`src/rtl/mmio_result_pkg.sv`:
```
// mmio_result_pkg: status encoding and default MMIO map shared by mmio_result_port
package mmio_result_pkg;
    typedef enum logic [1:0] {ST_RUN, ST_PASS, ST_FAIL, ST_TIMEOUT} status_e;
    localparam logic [31:0] DEF_PASS_ADDR    = 32'd100;
    localparam logic [31:0] DEF_PASS_DATA    = 32'd25;
    localparam logic [31:0] DEF_SCRATCH_ADDR = 32'd96;
    localparam logic [31:0] DEF_CONSOLE_ADDR = 32'h0000_0F00;
endpackage

```
`src/rtl/mmio_result_port_sync_fifo.sv`:
```
// sync_fifo: single-clock FIFO, valid/ready pop side, push side reports dropped writes
//  clk, rst_n      clock, synchronous active-low reset (contents discarded)
//  push, din       write request and data
//  drop            push refused because the FIFO was full and nothing popped this edge
//  valid, ready    pop handshake; pop when valid && ready
//  dout            head entry, 0 while empty
module sync_fifo #(
    parameter int WIDTH = 8,
    parameter int DEPTH = 8
) (
    input  logic             clk,
    input  logic             rst_n,
    input  logic             push,
    input  logic [WIDTH-1:0] din,
    output logic             drop,
    output logic             valid,
    input  logic             ready,
    output logic [WIDTH-1:0] dout
);
    localparam int AW = $clog2(DEPTH);
    logic [WIDTH-1:0] mem [DEPTH];
    logic [AW-1:0] wr_ptr, rd_ptr;
    logic [AW:0] count;
    logic full, pop, wr;
    assign valid = count != '0;
    assign full  = count == (AW+1)'(DEPTH);
    assign pop   = valid && ready;
    // a pop on the same edge frees the slot, so a full FIFO can still accept
    assign wr    = push && (!full || pop);
    assign drop  = push && !wr;
    assign dout  = valid ? mem[rd_ptr] : '0;
    always_ff @(posedge clk) begin
        if (!rst_n) begin
            wr_ptr <= '0;
            rd_ptr <= '0;
            count  <= '0;
        end else begin
            if (wr) begin
                mem[wr_ptr] <= din;
                wr_ptr      <= wr_ptr + 1'b1;
            end
            if (pop) rd_ptr <= rd_ptr + 1'b1;
            count <= count + (AW+1)'(wr) - (AW+1)'(pop);
        end
    end
endmodule

```
`src/rtl/mmio_result_port.sv`:
```
// mmio_result_port: observes core stores and decides PASS/FAIL/TIMEOUT, buffers console bytes
//  clk, rst_n                    clock, synchronous active-low reset
//  MemWrite, DataAdr, WriteData  core store bus (observed only)
//  con_valid, con_ready, con_data console byte stream (FIFO head)
//  status, done                  verdict and verdict-reached flag
//  store_cnt                     saturating count of stores seen while running
//  overflow                      sticky: a console byte was dropped
//  Macro MMIO_RESULT_PORT_CONSOLE_EN enables the console FIFO; otherwise console stores are discarded.
module mmio_result_port
    import mmio_result_pkg::*;
#(
    parameter logic [31:0] PASS_ADDR      = DEF_PASS_ADDR,
    parameter logic [31:0] PASS_DATA      = DEF_PASS_DATA,
    parameter logic [31:0] SCRATCH_ADDR   = DEF_SCRATCH_ADDR,
    parameter logic [31:0] CONSOLE_ADDR   = DEF_CONSOLE_ADDR,
    parameter int          FIFO_DEPTH     = 8,
    parameter int          TIMEOUT_CYCLES = 1000
) (
    input  logic        clk,
    input  logic        rst_n,
    input  logic        MemWrite,
    input  logic [31:0] DataAdr,
    input  logic [31:0] WriteData,
    output logic        con_valid,
    input  logic        con_ready,
    output logic [7:0]  con_data,
    output status_e     status,
    output logic        done,
    output logic [15:0] store_cnt,
    output logic        overflow
);
    localparam int TW = TIMEOUT_CYCLES > 1 ? $clog2(TIMEOUT_CYCLES) : 1;
    status_e status_nx;
    logic [TW-1:0] tcnt;
    logic store, hit_pass, hit_con, legal, t_last;
    assign store    = MemWrite && status == ST_RUN;
    assign hit_pass = DataAdr == PASS_ADDR;
    assign hit_con  = DataAdr == CONSOLE_ADDR;
    assign legal    = hit_pass || hit_con || DataAdr == SCRATCH_ADDR;
    assign t_last   = tcnt == TW'(TIMEOUT_CYCLES - 1);
    assign done     = status != ST_RUN;
    always_comb begin
        status_nx = status;
        if (store)
            status_nx = hit_pass ? (WriteData == PASS_DATA ? ST_PASS : ST_FAIL)
                                 : (legal ? ST_RUN : ST_FAIL);
        else if (status == ST_RUN && t_last)
            status_nx = ST_TIMEOUT;
    end
    // the timeout counter parks on its last value, so a legal store on the
    // final cycle defers TIMEOUT to the next store-free cycle instead of wrapping
    always_ff @(posedge clk) begin
        if (!rst_n) begin
            status    <= ST_RUN;
            tcnt      <= '0;
            store_cnt <= '0;
        end else begin
            status <= status_nx;
            if (status == ST_RUN && !t_last) tcnt <= tcnt + 1'b1;
            if (store && store_cnt != 16'hFFFF) store_cnt <= store_cnt + 16'd1;
        end
    end
`ifdef MMIO_RESULT_PORT_CONSOLE_EN
    logic drop;
    sync_fifo #(.WIDTH(8), .DEPTH(FIFO_DEPTH)) u_fifo (
        .clk   (clk),
        .rst_n (rst_n),
        .push  (store && hit_con),
        .din   (WriteData[7:0]),
        .drop  (drop),
        .valid (con_valid),
        .ready (con_ready),
        .dout  (con_data)
    );
    always_ff @(posedge clk) begin
        if (!rst_n) overflow <= 1'b0;
        else if (drop) overflow <= 1'b1;
    end
`else
    logic unused_console;
    assign unused_console = con_ready | (FIFO_DEPTH > 0);
    assign con_valid = 1'b0;
    assign con_data  = 8'd0;
    assign overflow  = 1'b0;
`endif
endmodule

```
`config.mk`:
```
export PLATFORM = sky130hd
export DESIGN_NAME = mmio_result_port
export DESIGN_NICKNAME = d
export VERILOG_FILES = /design/src/rtl/mmio_result_pkg.sv /design/src/rtl/mmio_result_port_sync_fifo.sv /design/src/rtl/mmio_result_port.sv
export SDC_FILE = /design/constraint.sdc
export NUM_CORES = 1
export LEC_CHECK = 0
export ABC_CLOCK_PERIOD_IN_PS = 2400
export CORE_MARGIN = 8
export CORE_UTILIZATION = 35
export DETAILED_ROUTE_END_ITERATION = 6
export HOLD_SLACK_MARGIN = 0.03
export PLACE_DENSITY = 0.76
export SLEW_MARGIN = 20
export SYNTH_ARGS = -nofsm -noshare
export SYNTH_HDL_FRONTEND = slang
export SYNTH_SLANG_ARGS = --single-unit
```
`constraint.sdc`:
```
create_clock -name clk -period 2.4 [get_ports clk]
set_input_delay 0.72 -clock clk [delete_from_list [all_inputs] [get_ports clk]]
set_output_delay 0.72 -clock clk [all_outputs]
set_load 0.05 [all_outputs]
```
### Word-level counts from Yosys, hierarchy flattened

Index checks and enable logic that the tools add are counted.

* bits in registers: 28
* bits in latches: 0
* bits in writable memories: 0
* bits in read-only memories: 0
* bits of input ports: 68
* word-level logic and storage cells: 26
* memories kept: 0

* add/sub/neg operators: 2
* multiply operators: 0
* div/mod/pow operators: 0
* magnitude comparators: 0
* equality and inequality tests: 6
* shifts and indexed selects: 0
* mux-type cells: 5
* bitwise operators: 0
* reduce and logical (&&, ||, !) cells: 10

Operators with widths (count)
* $eq 32x7->1 const B: 2
* $eq 32x12->1 const B: 1
* $eq 32x5->1 const B: 1
* $add 16x1->16 const B: 1
* $ne 16x16->1 const B: 1
* $add 10x1->10 const B: 1
* $eq 10x10->1 const B: 1
* $mux 2: 5
* $logic_and 1x1->1: 4
* $reduce_bool 2->1: 2
* $logic_not 2->1: 1
* $logic_or 1x1->1: 2
* $logic_not 1->1: 1

### Depth between registers and ports, before layout

* depth in word-level cells: 6
* gate-level depth with buffers: 7
* gate-level depth less buffers: 6

### Worst setup path after synthesis

No wires, ideal clock.

* path kind: register to register
* start point: register store_cnt[0]
* end point: register store_cnt[9]
* library setup time: 0.128 ns
* arrival: 1.912 ns
* path slack: 0.360 ns
* cell stages (with the launch flop): 8
* buffers on the path: 1
* clock period less this slack: 2.040 ns
* cells stage by stage: dfxtp_1 ha_1 inv_1 nor4_4 buf_6 nor3_1 xnor2_1 nor2_1

* word-level cells in the longest chain between the ends: 2

RTL lines
* start: declaration: line mmio_result_port.sv:29 `output logic [15:0] store_cnt,`
* start signal: assignment: line mmio_result_port.sv:60 `if (store && store_cnt != 16'hFFFF) store_cnt <= store_cnt + 16'd1;`
* parallel branches: the longest is 2 deep, another holds $add 16x1->16

Parallel ways; which one is timed is not known.
A chain may end at the register's enable or synchronous reset.

### Final worst setup path

* start point: register store_cnt[8]
* end point: output port store_cnt[8]

No word-level cell between the ends.

==> flow_summary.html <==
<table>
<tr><th>Metric</th><th>Value</th></tr>
<tr><th colspan="2">Outcome</th></tr>
<tr><td>Status</td><td>completed</td></tr>
<tr><th colspan="2">Clock network</th></tr>
<tr><td>Clock insertion delay at the later pin of the skew report</td><td>0.28 ns</td></tr>
<tr><td>Maximum root-to-sink buffer count</td><td>2</td></tr>
<tr><td>CTS tree</td><td>done</td></tr>
<tr><td>Clock sinks</td><td>28</td></tr>
<tr><td>Total clock buffers created by CTS</td><td>3</td></tr>
<tr><td>Number of setup buffers added after CTS</td><td>0</td></tr>
<tr><td>Clk pin slew, worst setup/hold paths</td><td>0.11 ns</td></tr>
<tr><td>Count of instances resized after the clock tree is built</td><td>0</td></tr>
<tr><td>Number of H-tree branching levels</td><td>1</td></tr>
<tr><td>Post-CTS Hold Fix Bufs</td><td>0</td></tr>
<tr><td>Clock root buffer</td><td>sky130_fd_sc_hd__clkbuf_8</td></tr>
<tr><th colspan="2">Synthesis</th></tr>
<tr><td>Fraction of the mapped netlist area in compound gates</td><td>9.64%</td></tr>
<tr><td>Seq/Total Area, Yosys</td><td>34.3%</td></tr>
<tr><td>Share of synthesized cell area in full adder, half adder and majority cells</td><td>1.53%</td></tr>
<tr><td>Gate count after technology mapping</td><td>196</td></tr>
<tr><td>Synthesis warning total</td><td>0</td></tr>
<tr><td>Synth Area in XOR/XNOR</td><td>10.7%</td></tr>
<tr><td>Portion of netlist area occupied by mux cells</td><td>0.612%</td></tr>
<tr><td>Largest family of logic cells by synthesized area</td><td>simple AND/OR/NAND/NOR gates</td></tr>
<tr><td>Synth Area per Inst</td><td>8.34 um2</td></tr>
<tr><td>Synth Register Bits</td><td>28</td></tr>
<tr><td>Simple-gate share of the synthesized area</td><td>35.7%</td></tr>
<tr><td>Netlist Area Pre-Place</td><td>0.00164 mm2</td></tr>
<tr><td>Post-synthesis cell type count</td><td>42</td></tr>
<tr><th colspan="2">Place</th></tr>
<tr><td>DP HPWL</td><td>3890 um</td></tr>
<tr><td>Count of input and output buffers</td><td>85</td></tr>
<tr><td>GPL Wtd Cong</td><td>0.751</td></tr>
<tr><td>Cells after DPL</td><td>336</td></tr>
<tr><th colspan="2">Detailed routing</th></tr>
<tr><td>Initial drt markers</td><td>81</td></tr>
<tr><td>Via count normalized by instance count</td><td>5.01</td></tr>
<tr><td>Routed wire per std cell</td><td>13.9 um</td></tr>
<tr><td>Vias</td><td>1702</td></tr>
<tr><td>Count of unresolved DRC violations after routing</td><td>0</td></tr>
<tr><td>ANT nets after route</td><td>0</td></tr>
<tr><td>Final WL</td><td>4740 um</td></tr>
<tr><td>Drt pass-1 iters</td><td>4</td></tr>
<tr><th colspan="2">Timing</th></tr>
<tr><td>Final setup violation count</td><td>0</td></tr>
<tr><td>Final Skew</td><td>0.0119 ns</td></tr>
<tr><td>Total negative slack for setup checks</td><td>0 ns</td></tr>
<tr><td>Hold Vio Cnt, Final</td><td>0</td></tr>
<tr><td>Setup repair after global routing missed its margin</td><td>no</td></tr>
<tr><td>Number of max-slew violations in the final report</td><td>0</td></tr>
<tr><td>Measured slew at the worst slew-check pin</td><td>0.520 ns</td></tr>
<tr><td>Final critical delay including setup and external delays</td><td>2.33 ns</td></tr>
<tr><td>Achievable frequency</td><td>0.429 GHz</td></tr>
<tr><td>Final clock period utilization by the worst path</td><td>97.1%</td></tr>
<tr><td>Max transition margin</td><td>65.2%</td></tr>
<tr><th colspan="2">Global routing</th></tr>
<tr><td>Maximum number of pins on one net before global-route repair</td><td>25</td></tr>
<tr><td>Total track usage</td><td>13.3%</td></tr>
<tr><td>Number of antenna violations at the first check in global routing</td><td>0</td></tr>
<tr><td>Vias in the first global route</td><td>1877</td></tr>
<tr><td>First-pass GRT wire length</td><td>8220 um</td></tr>
<tr><td>Total global routing overflow</td><td>0</td></tr>
<tr><th colspan="2">Die</th></tr>
<tr><td>Top Ports</td><td>97</td></tr>
<tr><td>Number of rows created at floorplan</td><td>25</td></tr>
<tr><td>Core outline area</td><td>0.00460 mm2</td></tr>
<tr><td>Die height</td><td>84.4 um</td></tr>
<tr><td>Full die area</td><td>0.00712 mm2</td></tr>
<tr><td>Initial core utilization</td><td>35.6%</td></tr>
<tr><td>Width of the chip</td><td>84.4 um</td></tr>
<tr><th colspan="2">Pwr</th></tr>
<tr><td>Overall power</td><td>1.16 mW</td></tr>
<tr><td>Comb power frac</td><td>24.1%</td></tr>
<tr><td>Net switching power</td><td>309 uW</td></tr>
<tr><td>Worst-case vdd ir drop</td><td>0.244 mV</td></tr>
<tr><td>Power density normalized to cell area</td><td>444 mW/mm2</td></tr>
<tr><td>Leakage</td><td>0.903 nW</td></tr>
<tr><td>Total internal power</td><td>847 uW</td></tr>
<tr><td>Part of the power in registers</td><td>43.0%</td></tr>
<tr><td>Clock share of power</td><td>32.9%</td></tr>
<tr><td>Switching power as a share of total power</td><td>26.7%</td></tr>
<tr><th colspan="2">Final layout</th></tr>
<tr><td>Ratio of cells with drive above 1 in the final layout</td><td>6.99%</td></tr>
<tr><td>Number of filler cells placed in the layout</td><td>438</td></tr>
<tr><td>Final Net Count</td><td>357</td></tr>
<tr><td>Number of antenna diodes</td><td>0</td></tr>
<tr><td>P&amp;R area growth vs syn</td><td>59.1%</td></tr>
<tr><td>Non-filler cells, final</td><td>340</td></tr>
<tr><th colspan="2">Critical path</th></tr>
<tr><td>Sort of element at the start of the critical path</td><td>register</td></tr>
<tr><td>Critical path, cell by cell</td><td>clkdlybuf4s50_1</td></tr>
<tr><td>Number of cells traversed by the worst register-to-register path</td><td>7</td></tr>
<tr><td>Longest individual stage delay on the worst path</td><td>0.86 ns</td></tr>
<tr><td>Slowest stage cell, crit path</td><td>sky130_fd_sc_hd__clkdlybuf4s50_1</td></tr>
<tr><td>Data arrival at the endpoint of the critical path</td><td>1.61 ns</td></tr>
<tr><td>Critical path peak fanout</td><td>6</td></tr>
<tr><td>Number of gates on the worst path with buffers counted</td><td>1</td></tr>
<tr><td>Worst setup EP type</td><td>output pin</td></tr>
<tr><td>Critical path class</td><td>reg2out</td></tr>
<tr><td>Critical path's top delay family</td><td>buffers and inverters</td></tr>
<tr><td>CP bufs+invs</td><td>1</td></tr>
<tr><td>Required time of the critical path</td><td>1.68 ns</td></tr>
<tr><th colspan="2">Run</th></tr>
<tr><td>Max-cap check violation count</td><td>0</td></tr>
<tr><th colspan="2">Min path</th></tr>
<tr><td>Number of cells on the worst hold path</td><td>2</td></tr>
<tr><td>Kind of path behind the tightest hold check</td><td>reg2reg</td></tr>
</table>
-- flip-flops by register name (all words and copies together), names as in the netlist --
signal / count
store_cnt: 16
tcnt: 10
status: 2
-- final cells by class --
class                      instances  area (um2)  area share (%)
clock inverter                     1        30.0            1.15
multi-input combinational        157         988            38.0
inverter                           7        26.3            1.01
clock buffer                       3        41.3            1.59
timing repair buffer              90         888            34.1
tap                               54        67.6            2.60
sequential                        28         561            21.5
-- worst paths after layout --
check,endpoint,startpoint,slack (ns)
setup / recovery,store_cnt[8],store_cnt[8],0.07
hold / removal,store_cnt[1],store_cnt[1],0.51
setup reg to reg,store_cnt[2],store_cnt[0],0.63
hold reg to reg,store_cnt[1],store_cnt[1],0.51
-- placed cells by master, fill, tap and decap left out, types with 3 or more instances in the layout --
cell type	Yosys	routed
sky130_fd_sc_hd__clkbuf_8	0	3
sky130_fd_sc_hd__or3_1	4	4
sky130_fd_sc_hd__nor3_1	13	13
sky130_fd_sc_hd__clkdlybuf4s50_1	0	83
sky130_fd_sc_hd__nand3_1	11	11
sky130_fd_sc_hd__buf_4	10	6
sky130_fd_sc_hd__nand2_1	12	12
sky130_fd_sc_hd__nand4_1	7	7
sky130_fd_sc_hd__dfxtp_1	28	28
sky130_fd_sc_hd__conb_1	1	10
sky130_fd_sc_hd__nor4_1	14	14
sky130_fd_sc_hd__nor2_1	27	27
sky130_fd_sc_hd__xnor2_1	19	19
sky130_fd_sc_hd__inv_1	6	6
sky130_fd_sc_hd__a21oi_1	6	6
-- synth_stat cells (all sizes together) --
cell / count / area [um2]
a2111oi: 1 / 27.5
a211oi: 2 / 15.0
a21oi: 9 / 63.8
a31oi: 1 / 6.26
and2: 2 / 13.8
and3: 2 / 12.5
and4: 2 / 18.8
buf: 11 / 86.3
clkbuf: 2 / 7.51
clkinv: 1 / 3.75
conb: 1 / 3.75
dfxtp: 28 / 561
ha: 2 / 25.0
inv: 6 / 22.5
mux2i: 1 / 10.0
nand2: 12 / 45.0
nand3: 11 / 55.1
nand3b: 1 / 7.51
nand4: 8 / 56.3
nand4b: 1 / 8.76
nor2: 27 / 101
nor3: 13 / 65.1
nor3b: 3 / 27.5
nor4: 15 / 109
nor4b: 2 / 17.5
nor4bb: 2 / 20.0
o211a: 1 / 10.0
o21ai: 3 / 15.0
o21bai: 1 / 7.51
o31ai: 1 / 12.5
or3: 4 / 25.0
xnor2: 19 / 166
xor2: 1 / 8.76
-- power groups by stage --
stage               combinational, mW  sequential [mW]  clock (mW)
floorplan                       0.119            0.528           0
global placement                0.274            0.507           0
detailed placement              0.279            0.508           0
CTS                             0.280            0.497       0.390
global route                    0.302            0.499       0.402
finish                          0.279            0.497       0.381
-- layer usage --
layer	up-vias	global-route usage, %	share of wire, %
met5	-	0	0
met3	4	5.03	7.1
li1	867	-	-
met4	0	2.62	0.70
met1	785	13.3	39
met2	46	25.5	53
-- metrics by stage --
step                      utilization (%)  hold slack (ns)  instance area [um2]  setup WS [ns]
after CTS                            56.5            0.517                 2600         0.0482
after detailed placement             55.0            0.503                 2530         0.0239
after global routing                 56.6            0.545                 2600         0.0114
after floorplan                         -            0.485                 1670          0.360
after global placement               55.0            0.489                 2530         0.0753
final                                56.6            0.510                 2600         0.0708
-- cell families after synthesis --
logic type | Yosys count
mux | 1
xor+xnor | 20
flops | 28
fa+ha+maj | 2
compound gates | 19
buf+inv | 20
other cells | 1
simple gates | 105
No activity file was read; power rests on OpenSTA's default activity.
